## config.mk

```make
export PLATFORM = sky130hd
export DESIGN_NAME = piso_serializer
export DESIGN_NICKNAME = d
export VERILOG_FILES = /design/src/rtl/piso_serializer.sv
export SDC_FILE = /design/constraint.sdc
export NUM_CORES = 1
export LEC_CHECK = 0
export ABC_AREA = 1
export CAP_MARGIN = 20
export CORE_MARGIN = 5
export CORE_UTILIZATION = 40
export DETAILED_ROUTE_END_ITERATION = 8
export DONT_BUFFER_PORTS = 1
export PLACE_DENSITY = 0.63
export SYNTH_ARGS = -nofsm -noshare
export SYNTH_HDL_FRONTEND = slang
export SYNTH_SLANG_ARGS = --single-unit
export TNS_END_PERCENT = 5
```

## constraint.sdc

```tcl
create_clock -name clk -period 2.35 [get_ports clk]
set_input_delay 0.3525 -clock clk [delete_from_list [all_inputs] [get_ports clk]]
set_output_delay 0.3525 -clock clk [all_outputs]
set_load 0.005 [all_outputs]
```

## src/rtl/piso_serializer.sv

```systemverilog
// piso_serializer: parallel-in, serial-out shifter with a valid/ready load port.
// Words are sent MSB-first, one bit per clk, and can stream back-to-back.
// Optional feature: define PISO_SERIALIZER_PARITY_EN to append one even-parity
// beat after bit 0 of every word.
// Reset is synchronous and active-low on rst.
module piso_serializer #(
  parameter int WIDTH = 8
) (
  input  logic             clk,
  input  logic             rst,
  input  logic [WIDTH-1:0] din,
  input  logic             load_valid,
  output logic             load_ready,
  output logic             sout,
  output logic             sout_valid,
  output logic             sout_last,
  output logic             busy
);

`ifdef PISO_SERIALIZER_PARITY_EN
  localparam int NBEATS = WIDTH + 1;
`else
  localparam int NBEATS = WIDTH;
`endif
  localparam int CW = $clog2(WIDTH + 1);
  // Beats still to come after the one presented right after a load.
  localparam logic [CW-1:0] LOAD_CNT = CW'(NBEATS - 1);

  typedef enum logic {IDLE, SHIFT} state_t;

  state_t           state, state_n;
  logic [WIDTH-1:0] shift_reg, shift_n;
  logic [CW-1:0]    cnt, cnt_n;
  logic             sout_n, valid_n, last_n, busy_n;
  logic             handshake;
`ifdef PISO_SERIALIZER_PARITY_EN
  logic             parity_q, parity_n;
`endif

  // A new word may enter when idle or while the previous word shows its last beat.
  assign load_ready = rst & ((state == IDLE) | sout_last);
  assign handshake  = load_valid & load_ready;

  // Next-state and next-output logic: load, advance one beat, or drop back to idle.
  always_comb begin
    state_n   = state;
    shift_n   = shift_reg;
    cnt_n     = cnt;
    sout_n    = sout;
    valid_n   = sout_valid;
    last_n    = sout_last;
    busy_n    = busy;
`ifdef PISO_SERIALIZER_PARITY_EN
    parity_n  = parity_q;
`endif
    if (handshake) begin
      state_n  = SHIFT;
      sout_n   = din[WIDTH-1];
      shift_n  = {din[WIDTH-2:0], 1'b0};
      cnt_n    = LOAD_CNT;
      valid_n  = 1'b1;
      last_n   = 1'b0;
      busy_n   = 1'b1;
`ifdef PISO_SERIALIZER_PARITY_EN
      parity_n = ^din;
`endif
    end else if (state == SHIFT) begin
      if (cnt == '0) begin
        state_n = IDLE;
        shift_n = '0;
        sout_n  = 1'b0;
        valid_n = 1'b0;
        last_n  = 1'b0;
        busy_n  = 1'b0;
      end else begin
        cnt_n   = cnt - CW'(1);
        last_n  = (cnt == CW'(1));
        shift_n = {shift_reg[WIDTH-2:0], 1'b0};
`ifdef PISO_SERIALIZER_PARITY_EN
        sout_n  = (cnt == CW'(1)) ? parity_q : shift_reg[WIDTH-1];
`else
        sout_n  = shift_reg[WIDTH-1];
`endif
      end
    end
  end

  // State and output registers with synchronous active-low clear.
  always_ff @(posedge clk) begin
    if (!rst) begin
      state      <= IDLE;
      shift_reg  <= '0;
      cnt        <= '0;
      sout       <= 1'b0;
      sout_valid <= 1'b0;
      sout_last  <= 1'b0;
      busy       <= 1'b0;
`ifdef PISO_SERIALIZER_PARITY_EN
      parity_q   <= 1'b0;
`endif
    end else begin
      state      <= state_n;
      shift_reg  <= shift_n;
      cnt        <= cnt_n;
      sout       <= sout_n;
      sout_valid <= valid_n;
      sout_last  <= last_n;
      busy       <= busy_n;
`ifdef PISO_SERIALIZER_PARITY_EN
      parity_q   <= parity_n;
`endif
    end
  end

endmodule

```

==> results of run 1 <==
-- synthesized netlist by cell type --
| cell type | count |
|---|---|
| sky130_fd_sc_hd__a21oi_1 | 7 |
| sky130_fd_sc_hd__nand2_2 | 2 |
| sky130_fd_sc_hd__nand2_1 | 22 |
| sky130_fd_sc_hd__nand4_1 | 4 |
| sky130_fd_sc_hd__buf_6 | 1 |
| sky130_fd_sc_hd__inv_1 | 18 |
| sky130_fd_sc_hd__o21ai_0 | 7 |
| sky130_fd_sc_hd__a21boi_0 | 1 |
| sky130_fd_sc_hd__o21ai_1 | 4 |
| sky130_fd_sc_hd__ha_1 | 2 |
| sky130_fd_sc_hd__nor2_1 | 9 |
| sky130_fd_sc_hd__nand3_4 | 1 |
| sky130_fd_sc_hd__dfxtp_1 | 15 |
| sky130_fd_sc_hd__nand3_1 | 11 |
| sky130_fd_sc_hd__a21oi_2 | 1 |
| sky130_fd_sc_hd__buf_4 | 2 |
-- path summary, 6_finish.rpt --
kind                              startpoint            to  slack (ps)  cells after the start
worst max-delay path                  cnt[0]  shift_reg[6]         980                      7
worst max register to register        cnt[0]  shift_reg[6]         980                      7
worst min-delay path                     rst  shift_reg[1]         180                      2
worst min register to register  shift_reg[7]  shift_reg[7]         470                      2
-- cell type report --
type | count | area, um^2 | area share, %
Clock buffer | 3 | 22.5 | 2.87
Tap cell | 25 | 31.3 | 3.99
Sequential cell | 15 | 300 | 38.3
Inverter | 18 | 67.6 | 8.61
Clock inverter | 1 | 5.00 | 0.638
Multi-Input combinational cell | 71 | 358 | 45.6
-- layer usage --
metal	vias up	global-route usage, %
met4	0	6.38
met5	-	0
met1	292	15.0
met3	4	7.04
met2	12	19.0
li1	345	-
-- stage by stage --
step / worst slack, ps / area, um^2 / utilization [%] / cells
global route: 849 / 785 / 44.5 / 133
finish: 982 / 785 / 44.5 / 133
detailed placement: 999 / 757 / 42.9 / 129
floorplan: 1170 / 752 / - / 107
global placement: 1020 / 757 / 42.9 / 129
CTS: 967 / 785 / 44.5 / 133
-- layout by cell type (no fill, tap or decap), drive strengths merged --
cell	instances
dfxtp	15
clkbuf	3
ha	2
o21ai	11
nand4	4
a21oi	8
nor2	9
inv	18
clkinv	1
nand2	24
a21boi	1
nand3	12
-- logic make-up (layout without fill, tap and decap cells) --
logic type / count (synthesis) / in the layout / synth area share, %
and+or+nand+nor: 49 / 49 / 30.1
buffers and inverters: 21 / 22 / 12.5
AOI/OAI and AO/OA: 20 / 20 / 14.1
DFF: 15 / 15 / 39.9
adders and majority gates: 2 / 2 / 3.33
-- power breakdown --
group / switching, mW / internal [mW]
clock: 0.0843 / 0.0633
sequential: 0.0112 / 0.269
combinational: 0.0498 / 0.0262
total: 0.145 / 0.359
-- worst max-delay path, cell delays in order, from the launching register on --
cell	delay, ps
sky130_fd_sc_hd__dfxtp_1	390
sky130_fd_sc_hd__inv_1	70
sky130_fd_sc_hd__ha_1	240
sky130_fd_sc_hd__nand2_1	90
sky130_fd_sc_hd__nand2_1	90
sky130_fd_sc_hd__nand2_2	130
sky130_fd_sc_hd__nand2_1	150
sky130_fd_sc_hd__o21ai_1	150
==> results.md, run 1 <==
Run status:
- The run finished with clean final reports.

Route:
- In the detailed route, the total length drawn on met2 is 697 um.
- Signal routing reaches up to met4.
- The antenna violation net count after detailed routing is 0.
- The detailed router put a total of 685 um of wire on met1.
- After detailed routing, the number of remaining DRC violations is 0.
- After detailed routing, the total wire length is 1.49 mm.
- For this block, the initial DRC count from the detailed router was 11.
- The met3 routed wirelength is 82 um.
- The post-detailed-route via-to-cell ratio is 4.91.
- The number of optimization iterations in the first detailed-route pass is 4.
- After detailed routing, the average wire length per cell comes to 11.2 um.
- The routed layout has 653 vias.

Global routing:
- The number of antenna violations at the first check in global routing came to 0.
- The wire length of the first global-routing pass is 2.52 mm.
- Global routing used 13.0% of the available tracks.
- After global routing the overflow that remains totals 0.
- The via count of the first global-routing pass is 565.
- The largest net degree at the start of global routing is 18.

Layout:
- The final-stage net count is 122.
- The filler cells instantiated in the layout total 216.
- The layout overhead on the synthesized area is 4.33%.
- In the final layout, the share of cells above drive strength 1 is 7.41%.
- The number of antenna cells inserted is 0.
- The register with the most flip-flops in the layout has 7 of them.

Clocking:
- Buffers added to address setup during post-CTS repair amount to 0.
- The largest buffer count on any clock path is 2.
- The number of resized instances in the post-cts repair step is 0.
- CTS built an H-tree with a depth of 1.
- At the later pin of the worst-skew pair, clock insertion delay measures 290 ps.
- The cell sitting at the root of the clock tree is a sky130_fd_sc_hd__clkbuf_4.
- The total clock buffers created by CTS is 3.
- The number of hold-repair buffers added at the cts stage is 0.
- The clock tree from TritonCTS is yes.
- The clock transition at the registers of the reported paths is 90 ps.
- The tree built by TritonCTS fans out to 15 sinks.

Floorplan:
- The number of placed I/O pins is 16.
- The die area is 2850 um^2.
- The floorplan step set the die width to 53.4 um.
- The die height is 53.4 um.
- The area of the placeable core is 1760 um^2.
- The row count is 15.
- For this configuration, the core starts out at a cell density of 42.6%.

Place:
- The final HPWL from detailed placement is 1.13 mm.
- The weighted congestion at the end of routability-driven global placement is 0.739.
- Port buffering added 0 buffers.

Pwr:
- In this run the static leakage power is 0.335 nW.
- For this design the ratio of total power to cell area is 643 nW/um^2.
- The worst IR drop on VDD is 0.368 mV.
- Overall power consumption after layout is estimated at 504 uW.

Worst setup path:
- The critical path is of the reg -> reg type.
- In this run the worst path has a maximum fanout of 6.
- The launching element type of the critical path is a flip-flop.
- The type of destination of the critical path is a flip-flop.
- The arrival time of data at the critical path endpoint is 1600 ps.
- Data on the critical path is required at its endpoint by 2580 ps.

Timing:
- The shortest period the worst path allows is 1370 ps.
- Across the routed clock network, the largest skew measured is 2.03 ps.
- The relative slew slack is 81.7%.
- The setup-violating endpoint count in the final report is 0.
- After layout, the worst path uses 58.2% of the clock period.
- Static timing analysis puts the maximum clock frequency at 731 MHz.
- Setup repair after global routing left no endpoint under its margin.
- After routing, the total negative slack on setup checks comes to 0 ps.
- The total count of max-transition violations in the final report is 0.
- The worst hold slack after final layout is 179 ps.
- The transition time at the pin with the least slew margin is 275 ps.
- The final number of hold-violating endpoints is 0.

Synth:
- The synthesized design spends more area on one cell type than any other, namely sky130_fd_sc_hd__dfxtp_1.
- The area share of the largest cell type after synthesis is 39.9%.
- Synthesis produced 107 cells.
- The number of different library cells used by synthesis comes to 16.
- The fraction of the yosys area taken by sequential cells is 39.9%.
- By area the synthesized netlist is led by sky130_fd_sc_hd__dfxtp_1 (40%), sky130_fd_sc_hd__nand2_1 (11%), sky130_fd_sc_hd__inv_1 (9.0%).
- The cell area that synthesis handed to floorplanning was 752 um^2.
- When the netlist entered floorplanning its net count stood at 120.
- During synthesis, Yosys emitted a total of 0 warnings.
- The synthesized area divided by synthesized cell count is 7.03 um^2.
- The register bit count reported by yosys is 15.

Run:
- The number of maximum-capacitance constraint violations is 0.

Hold path:
- The min-delay analysis places its worst path in the category in -> reg.
Note: power is estimated with default switching activity, not from simulation.
==> run 2: changes to the inputs <==
--- a/config.mk
+++ b/config.mk
@@ -11,7 +11,7 @@
 export CORE_UTILIZATION = 40
 export DETAILED_ROUTE_END_ITERATION = 8
 export DONT_BUFFER_PORTS = 1
-export PLACE_DENSITY = 0.63
+export PLACE_DENSITY = 0.65
 export SYNTH_ARGS = -nofsm -noshare
 export SYNTH_HDL_FRONTEND = slang
 export SYNTH_SLANG_ARGS = --single-unit
==> constraint.sdc (replaced) <==
create_clock -name clk -period 1.22 [get_ports clk]
set_input_delay 0.183 -clock clk [delete_from_list [all_inputs] [get_ports clk]]
set_output_delay 0.183 -clock clk [all_outputs]
set_load 0.005 [all_outputs]
==> run 2 against run 1 <==
Compared with the run above:
- flip-flop and latch count did not move
- count of clock-buffer cells in the layout rose by 1
- worst setup slack got worse by 950 ps
- final area rose by 22%
- combinational power rose to 3.2 times the previous value
- sequential power rose by 95%
- routed wire length rose by 19%
- maximum frequency rose by 15%
- total power rose by 120%
==> results.md, run 2 (synthesis gave the netlist of run 1 again) <==
Worst setup path:
- The arrival time of data at the critical path endpoint was 1390 ps (-210 ps).
- Walking the worst path, the cells encountered are inv_2 -> ha_4 -> nand2_2 -> nand2_2 -> nand2_4 -> buf_4 -> nor2_1 -> nor2_1.
- The worst reg2reg path depth is 8 (+1).
- The worst setup path is launched from a flip-flop.
- The critical setup path kind is reg -> reg.
- The stage delay of the slowest cell on the critical path is 340 ps (-50 ps).
- The data required time at the worst endpoint came to 1420 ps (-1160 ps).
- The number of buffers and inverters on the critical path was 2 (+1).
- The total stage count of the critical path came to 8 (+1).
- The worst setup path is captured at a flip-flop.
- On the critical path, the stage with the largest delay is an instance of sky130_fd_sc_hd__dfxtp_2.
- The kind of cell adding the most delay to the critical path is simple AND/OR/NAND/NOR gates.
- The top fanout value on the critical path is 5 (-1).

Timing:
- The worst hold slack after final layout is 16.1 ps (-163 ps).
- The fmax is 840 MHz (+15%).
- The clock tree skew after final layout is 8.88 ps (+6.85 ps).
- The transition time at the pin with the least slew margin came to 275 ps (-0.458 ps).
- The total count of max-transition violations in the final report is 0 (unchanged).
- The final number of hold-violating endpoints is 0 (unchanged).
- The part of the cycle the worst path needs is 97.5% (+39 points).
- The sum of negative setup slack was 0 ps (unchanged).
- The relative slew slack is 81.7% (about the same).
- Setup repair after global routing could not meet its margin everywhere.
- The setup-violating endpoint count in the final report is 0 (unchanged).
- The shortest period the worst path allows was 1190 ps (-178 ps).

Clocking:
- TritonCTS built the clock tree.
- The clock transition at the registers of the reported paths came to 100 ps (about the same).
- CTS placed an instance of sky130_fd_sc_hd__clkbuf_4 at the clock tree root.
- The clock insertion delay at the later pin of the skew report was 300 ps (about the same).
- The clock net sink count came to 15 (unchanged).
- The deepest level of the CTS H-tree is 1 (unchanged).
- The largest buffer count on any clock path is 2 (unchanged).
- The total clock buffers created by CTS was 3 (unchanged).

Global routing:
- The global route total overflow was 0 (unchanged).
- The largest net degree at the start of global routing came to 10 (-8).
- The total routing resource utilization after global routing was 14.4% (+1.4 points).
- The number of antenna violations at the first check in global routing is 0 (unchanged).
- The wire length of the first global-routing pass is 2.93 mm (+16%).
- The via count of the first global-routing pass is 714 (+26%).

Floorplan:
- The number of placed I/O pins is 16 (unchanged).
- The die area is 2850 um^2 (unchanged).
- The die span in x is 53.4 um (unchanged).
- The initial core utilization is 42.6% (unchanged).
- The die height was 53.4 um (unchanged).
- The row count is 15 (unchanged).
- The area of the placeable core is 1760 um^2 (unchanged).

Place:
- The final HPWL from detailed placement is 1.33 mm (+17%).
- The weighted congestion at the end of routability-driven global placement is 0.748 (+1.2%).
- The count of buffers inserted at the top-level ports is 0 (unchanged).

Run:
- The number of maximum-capacitance constraint violations is 0 (unchanged).

Layout:
- Relative to the synthesized area, the layout overhead comes to 27.3%.
- The library cells used most frequently in the layout, excluding fill and tap cells, are sky130_fd_sc_hd__nand2_1 (19), sky130_fd_sc_hd__inv_1 (15), sky130_fd_sc_hd__buf_4 (12), sky130_fd_sc_hd__nand3_1 (11), sky130_fd_sc_hd__dfxtp_1 (11).
- The number of antenna cells inserted was 0 (unchanged).
- The most frequent standard cell in the layout excluding fill and tap cells is sky130_fd_sc_hd__nand2_1.
- The fraction of layout cells with a size suffix above 1 is 30.1% (+23 points).
- The number of flip-flops in the largest register is 7 (unchanged).
- The final-stage net count is 137 (+12%).

Route:
- The number of remaining DRC errors is 0 (unchanged).
- The routed via count came to 725 (+11%).
- The total wire length after detailed routing is 1.77 mm (+19%).
- The post-detailed-route via-to-cell ratio was 4.90 (-0.23%).
- The final routed wire length divided by cell count came to 12.0 um (+7.1%).
- The number of optimization iterations in the first detailed-route pass is 4 (unchanged).
- The antenna violation net count after detailed routing is 0 (unchanged).
- The number of DRC markers in iteration 0 is 5 (-6).

Pwr:
- The leakage component of the power is 0.411 nW (+23%).
- The total power divided by cell area came to 1130 nW/um^2 (+77%).
- The worst IR drop on VDD is 0.848 mV (+130%).

Hold path:
- The path category of the worst min-delay check is in -> reg.
- The hold-critical path depth is 2 (unchanged).

Run status:
- The run finished with clean final reports.
-- run 2: cell types whose count changed in the layout (fill, tap and decap cells not counted), sizes merged --
cell	delta
clkinv	-1
dlygate4sd3	+1
buf	+14
clkbuf	+1
-- run 2: metal layers --
metal	GRT usage [%]	share of wire, %	vias to the layer above
li1	-	-	378
met2	24.1	48	15
met5	0	0	-
met4	5.11	1.7	0
met1	15.7	45	328
met3	6.76	5.7	4
-- run 2: area by class of cell --
cell class / instances / area (um^2)
fill: 191 / 807
multi-input combinational: 71 / 404
sequential: 15 / 305
timing repair buffer: 15 / 123
inverter: 18 / 67.6
tap: 25 / 31.3
clock buffer: 4 / 26.3
-- run 2: worst paths after layout --
check | startpoint | to | slack [ps]
worst max-delay path | cnt[0] | cnt[0] | 30
worst min-delay path | rst | cnt[0] | 20
worst max register to register | cnt[0] | cnt[0] | 30
worst min register to register | shift_reg[7] | shift_reg[7] | 470
-- run 2: repair_timing --
action / in CTS / in global routing
buffers inserted: 0 / 4
gates resized for setup: 7 / 15
gates cloned: 0 / 0
setup endpoints to repair: 12 / 14
hold endpoints to repair: 1 / 0
hold buffers: 1 / 0
pin swaps: 1 / 4
-- run 2: through the flow --
stage | power [mW] | worst slack [ps] | util (%) | area, um^2 | cells
after floorplan | 0.682 | 43.7 | - | 752 | 107
after global placement | 0.736 | 31.0 | 47.2 | 832 | 139
after detailed placement | 0.744 | -46.1 | 47.2 | 832 | 139
after CTS | 1.06 | 11.0 | 50.4 | 890 | 144
after global routing | 1.14 | -31.5 | 54.3 | 957 | 148
final | 1.09 | 30.1 | 54.3 | 957 | 148
-- run 2: where the power goes --
part / switching [mW] / total [mW] / leakage, nW / internal [mW]
combinational: 0.127 / 0.243 / 0.272 / 0.116
clock: 0.170 / 0.298 / 0.0150 / 0.127
sequential: 0.0240 / 0.545 / 0.124 / 0.521
total: 0.321 / 1.09 / 0.411 / 0.764
==> run 3: changes to the inputs <==
--- a/config.mk
+++ b/config.mk
@@ -7,11 +7,14 @@
 export LEC_CHECK = 0
 export ABC_AREA = 1
 export CAP_MARGIN = 20
+export CELL_PAD_IN_SITES_DETAIL_PLACEMENT = 0
+export CELL_PAD_IN_SITES_GLOBAL_PLACEMENT = 2
 export CORE_MARGIN = 5
-export CORE_UTILIZATION = 40
+export CORE_UTILIZATION = 29
 export DETAILED_ROUTE_END_ITERATION = 8
 export DONT_BUFFER_PORTS = 1
-export PLACE_DENSITY = 0.65
+export PLACE_DENSITY = 0.8
+export SLEW_MARGIN = 0
 export SYNTH_ARGS = -nofsm -noshare
 export SYNTH_HDL_FRONTEND = slang
 export SYNTH_SLANG_ARGS = --single-unit
==> run 3 against run 2 <==
Compared with the run above:
- final cell count grew 5.4%
- total power grew 2.0%
- combinational power grew 12%
- worst hold slack is essentially flat
- maximum frequency grew 1.4%
- non-clock buffer count grew 2
- clock skew shrank 3.5 ps
- critical endpoint is now cnt[1]
- largest power group unchanged
- highest routed layer unchanged
==> results.md, run 3 (synthesis gave the netlist of run 1 again) <==
Layout:
- The layout overhead on the synthesized area is 32.4%.
- The number of flip-flops in the largest register is 7 (unchanged).
- The number of antenna cells inserted was 0 (unchanged).
- Leaving out fill and tap cells, the most frequent cell in the layout is sky130_fd_sc_hd__nand2_1.
- The fill cell instance count of the final layout is 279 (+46%).
- In the layout the commonest cells are sky130_fd_sc_hd__nand2_1 (19), sky130_fd_sc_hd__inv_1 (16), sky130_fd_sc_hd__buf_4 (15), sky130_fd_sc_hd__nand3_1 (11), sky130_fd_sc_hd__dfxtp_1 (11).
- The final-stage net count is 140 (+2.2%).
- The fraction of layout cells with a size suffix above 1 came to 29.4% (-0.72 points).
- The final standard cell utilization of the core is 40.2% (-14 points).

Worst setup path:
- The slack of the worst reg-to-reg path is 50 ps (+20 ps).
- The launching element type of the critical path is a flip-flop.
- In this design, the largest share of critical-path delay is due to simple AND/OR/NAND/NOR gates.
- The data required time at the worst endpoint is 1410 ps (about the same).
- The arrival time of data at the critical path endpoint is 1360 ps (-30 ps).
- The cell with the largest stage delay on the worst path is sky130_fd_sc_hd__dfxtp_2.
- The critical setup path kind is reg -> reg.
- The critical path startpoint is cnt[0].
- The signal on the critical path passes through inv_2 -> ha_4 -> nand2_2 -> nand2_4 -> nand2_4 -> buf_4 -> nor2_1 -> nor2_1.
- The worst reg2reg path depth was 8 (unchanged).
- The capture point of the worst reg-to-reg path is cnt[1].
- The total stage count of the critical path is 8 (unchanged).
- Following the worst setup path forward leads to its endpoint at cnt[1].
- The number of buffers and inverters on the critical path is 2 (unchanged).
- The top fanout value on the critical path is 5 (unchanged).
- STA classifies the critical path endpoint as a flip-flop.
- The worst register-to-register path begins at cnt[0].
- The stage delay of the slowest cell on the critical path is 330 ps (about the same).

Timing:
- The fmax is 852 MHz (+1.4%).
- The part of the cycle the worst path needs is 96.2% (-1.3 points).
- The sum of negative setup slack was 0 ps (unchanged).
- The relative slew slack came to 79.6% (-2.0 points).
- The setup-violating endpoint count in the final report is 0 (unchanged).
- Setup repair after global routing could not meet its margin everywhere.
- The final number of hold-violating endpoints was 0 (unchanged).
- The transition time at the pin with the least slew margin came to 305 ps (+30.4 ps).
- The clock tree skew after final layout is 5.41 ps (-3.47 ps).
- The shortest period the worst path allows is 1170 ps (-16.2 ps).
- The total count of max-transition violations in the final report is 0 (unchanged).

Floorplan:
- The die span in x is 60.9 um (+14%).
- The number of placed I/O pins is 16 (unchanged).
- The area of the placeable core came to 2480 um^2 (+40%).
- The die height was 60.9 um (+14%).
- The initial core utilization is 30.4% (-12 points).
- The row count is 18 (+3).
- The die area was 3710 um^2 (+30%).

Global routing:
- The via count of the first global-routing pass is 696 (-2.5%).
- The largest net degree at the start of global routing is 11 (+1).
- The global route total overflow is 0 (unchanged).
- The number of antenna violations at the first check in global routing was 0 (unchanged).
- The wire length of the first global-routing pass is 3.05 mm (+4.2%).
- The total routing resource utilization after global routing is 11.2% (-3.2 points).

Run:
- The number of maximum-capacitance constraint violations came to 0 (unchanged).

Route:
- The number of DRC markers in iteration 0 came to 27 (+22).
- The number of remaining DRC errors came to 0 (unchanged).
- The routed via count was 732 (+0.97%).
- The total wire length after detailed routing was 1.89 mm (+6.4%).
- The final routed wire length divided by cell count was 12.1 um (+0.91%).
- The antenna violation net count after detailed routing was 0 (unchanged).
- The number of optimization iterations in the first detailed-route pass is 4 (unchanged).
- The post-detailed-route via-to-cell ratio is 4.69 (-4.2%).

Clocking:
- The clock insertion delay at the later pin of the skew report was 290 ps (about the same).
- The deepest level of the CTS H-tree is 1 (unchanged).
- The total clock buffers created by CTS is 3 (unchanged).
- The largest buffer count on any clock path was 2 (unchanged).
- The clock net sink count is 15 (unchanged).
- CTS placed an instance of sky130_fd_sc_hd__clkbuf_4 at the clock tree root.
- The clock transition at the registers of the reported paths was 90 ps (about the same).
- The clock tree from TritonCTS is yes.

Place:
- The final HPWL from detailed placement was 1.40 mm (+5.5%).
- The weighted congestion at the end of routability-driven global placement came to 0.794 (+6.3%).
- The count of buffers inserted at the top-level ports was 0 (unchanged).

Hold path:
- The path category of the worst min-delay check is in -> reg.

Pwr:
- The worst IR drop on VDD was 0.723 mV (-15%).
- The total power divided by cell area came to 1110 nW/um^2 (-2.0%).
- The leakage component of the power is 0.433 nW (+5.1%).

Run status:
- The flow ran to the end, and the final reports show no timing, DRC or antenna violations.
-- run 3: changes by cell type in the layout (fill, tap and decap cells not counted), sizes merged --
cell    before  now
clkinv       0    1
buf         14   16
nand3       12   13
clkbuf       4    3
-- run 3: repair_timing --
item | 4_1_cts | 5_1_grt
gates resized for setup | 6 | 16
setup buffers | 0 | 5
setup endpoints to repair | 10 | 14
hold buffers | 0 | 1
cloned | 0 | 1
pin swaps | 1 | 5
hold endpoints to repair | 0 | 2
-- run 3: worst min path at each step --
stage,start,end,slack [ps],cells after the start
floorplan,din[0],shift_reg[1],340,2
global placement,rst,cnt[1],310,2
detailed placement,rst,cnt[1],310,2
CTS,rst,cnt[1],2,2
global route,rst,cnt[0],6,2
finish,rst,cnt[0],20,2
-- run 3: metrics by stage --
step	hold WS, ps	setup WS, ps	area, um^2	total power, mW	std cells
after floorplan	339	43.7	752	0.682	107
after global placement	310	3.94	846	0.750	145
after detailed placement	314	-61.5	846	0.756	145
after CTS	2.06	7.18	896	1.07	149
after global routing	5.62	-22.1	996	1.19	156
final	16.1	46.4	996	1.11	156
-- run 3: where the power goes --
part / switching, mW / leakage, nW / internal [mW]
clock: 0.170 / 0.0177 / 0.122
sequential: 0.0222 / 0.124 / 0.521
combinational: 0.139 / 0.291 / 0.134
total: 0.331 / 0.433 / 0.777
-- run 3: cell type report --
type                            instances  area (um^2)  area share (%)
Sequential cell                        15          305            30.7
Multi-Input combinational cell         72          424            42.6
Inverter                               18         67.6            6.78
Clock inverter                          1         5.00           0.503
Clock buffer                            3         22.5            2.26
Tap cell                               30         37.5            3.77
Timing Repair Buffer                   17          134            13.4
-- run 3: worst register-to-register path, delay by kind of cell (launching register included) --
family / cells / cell delay (ps)
buffers and inverters: 2 / 210
adders and majority gates: 1 / 160
and+or+nand+nor: 5 / 380
DFF: 1 / 330
-- run 3: layer usage --
layer  part of all wire [%]  global-route usage [%]  wire length, um  up-vias
met5                      0                       0                0        -
met4                   0.53                    1.86               10        0
met3                    6.4                    4.89              121        3
met2                     45                    17.9              842       18
met1                     48                    14.2              911      328
li1                       -                       -                -      383
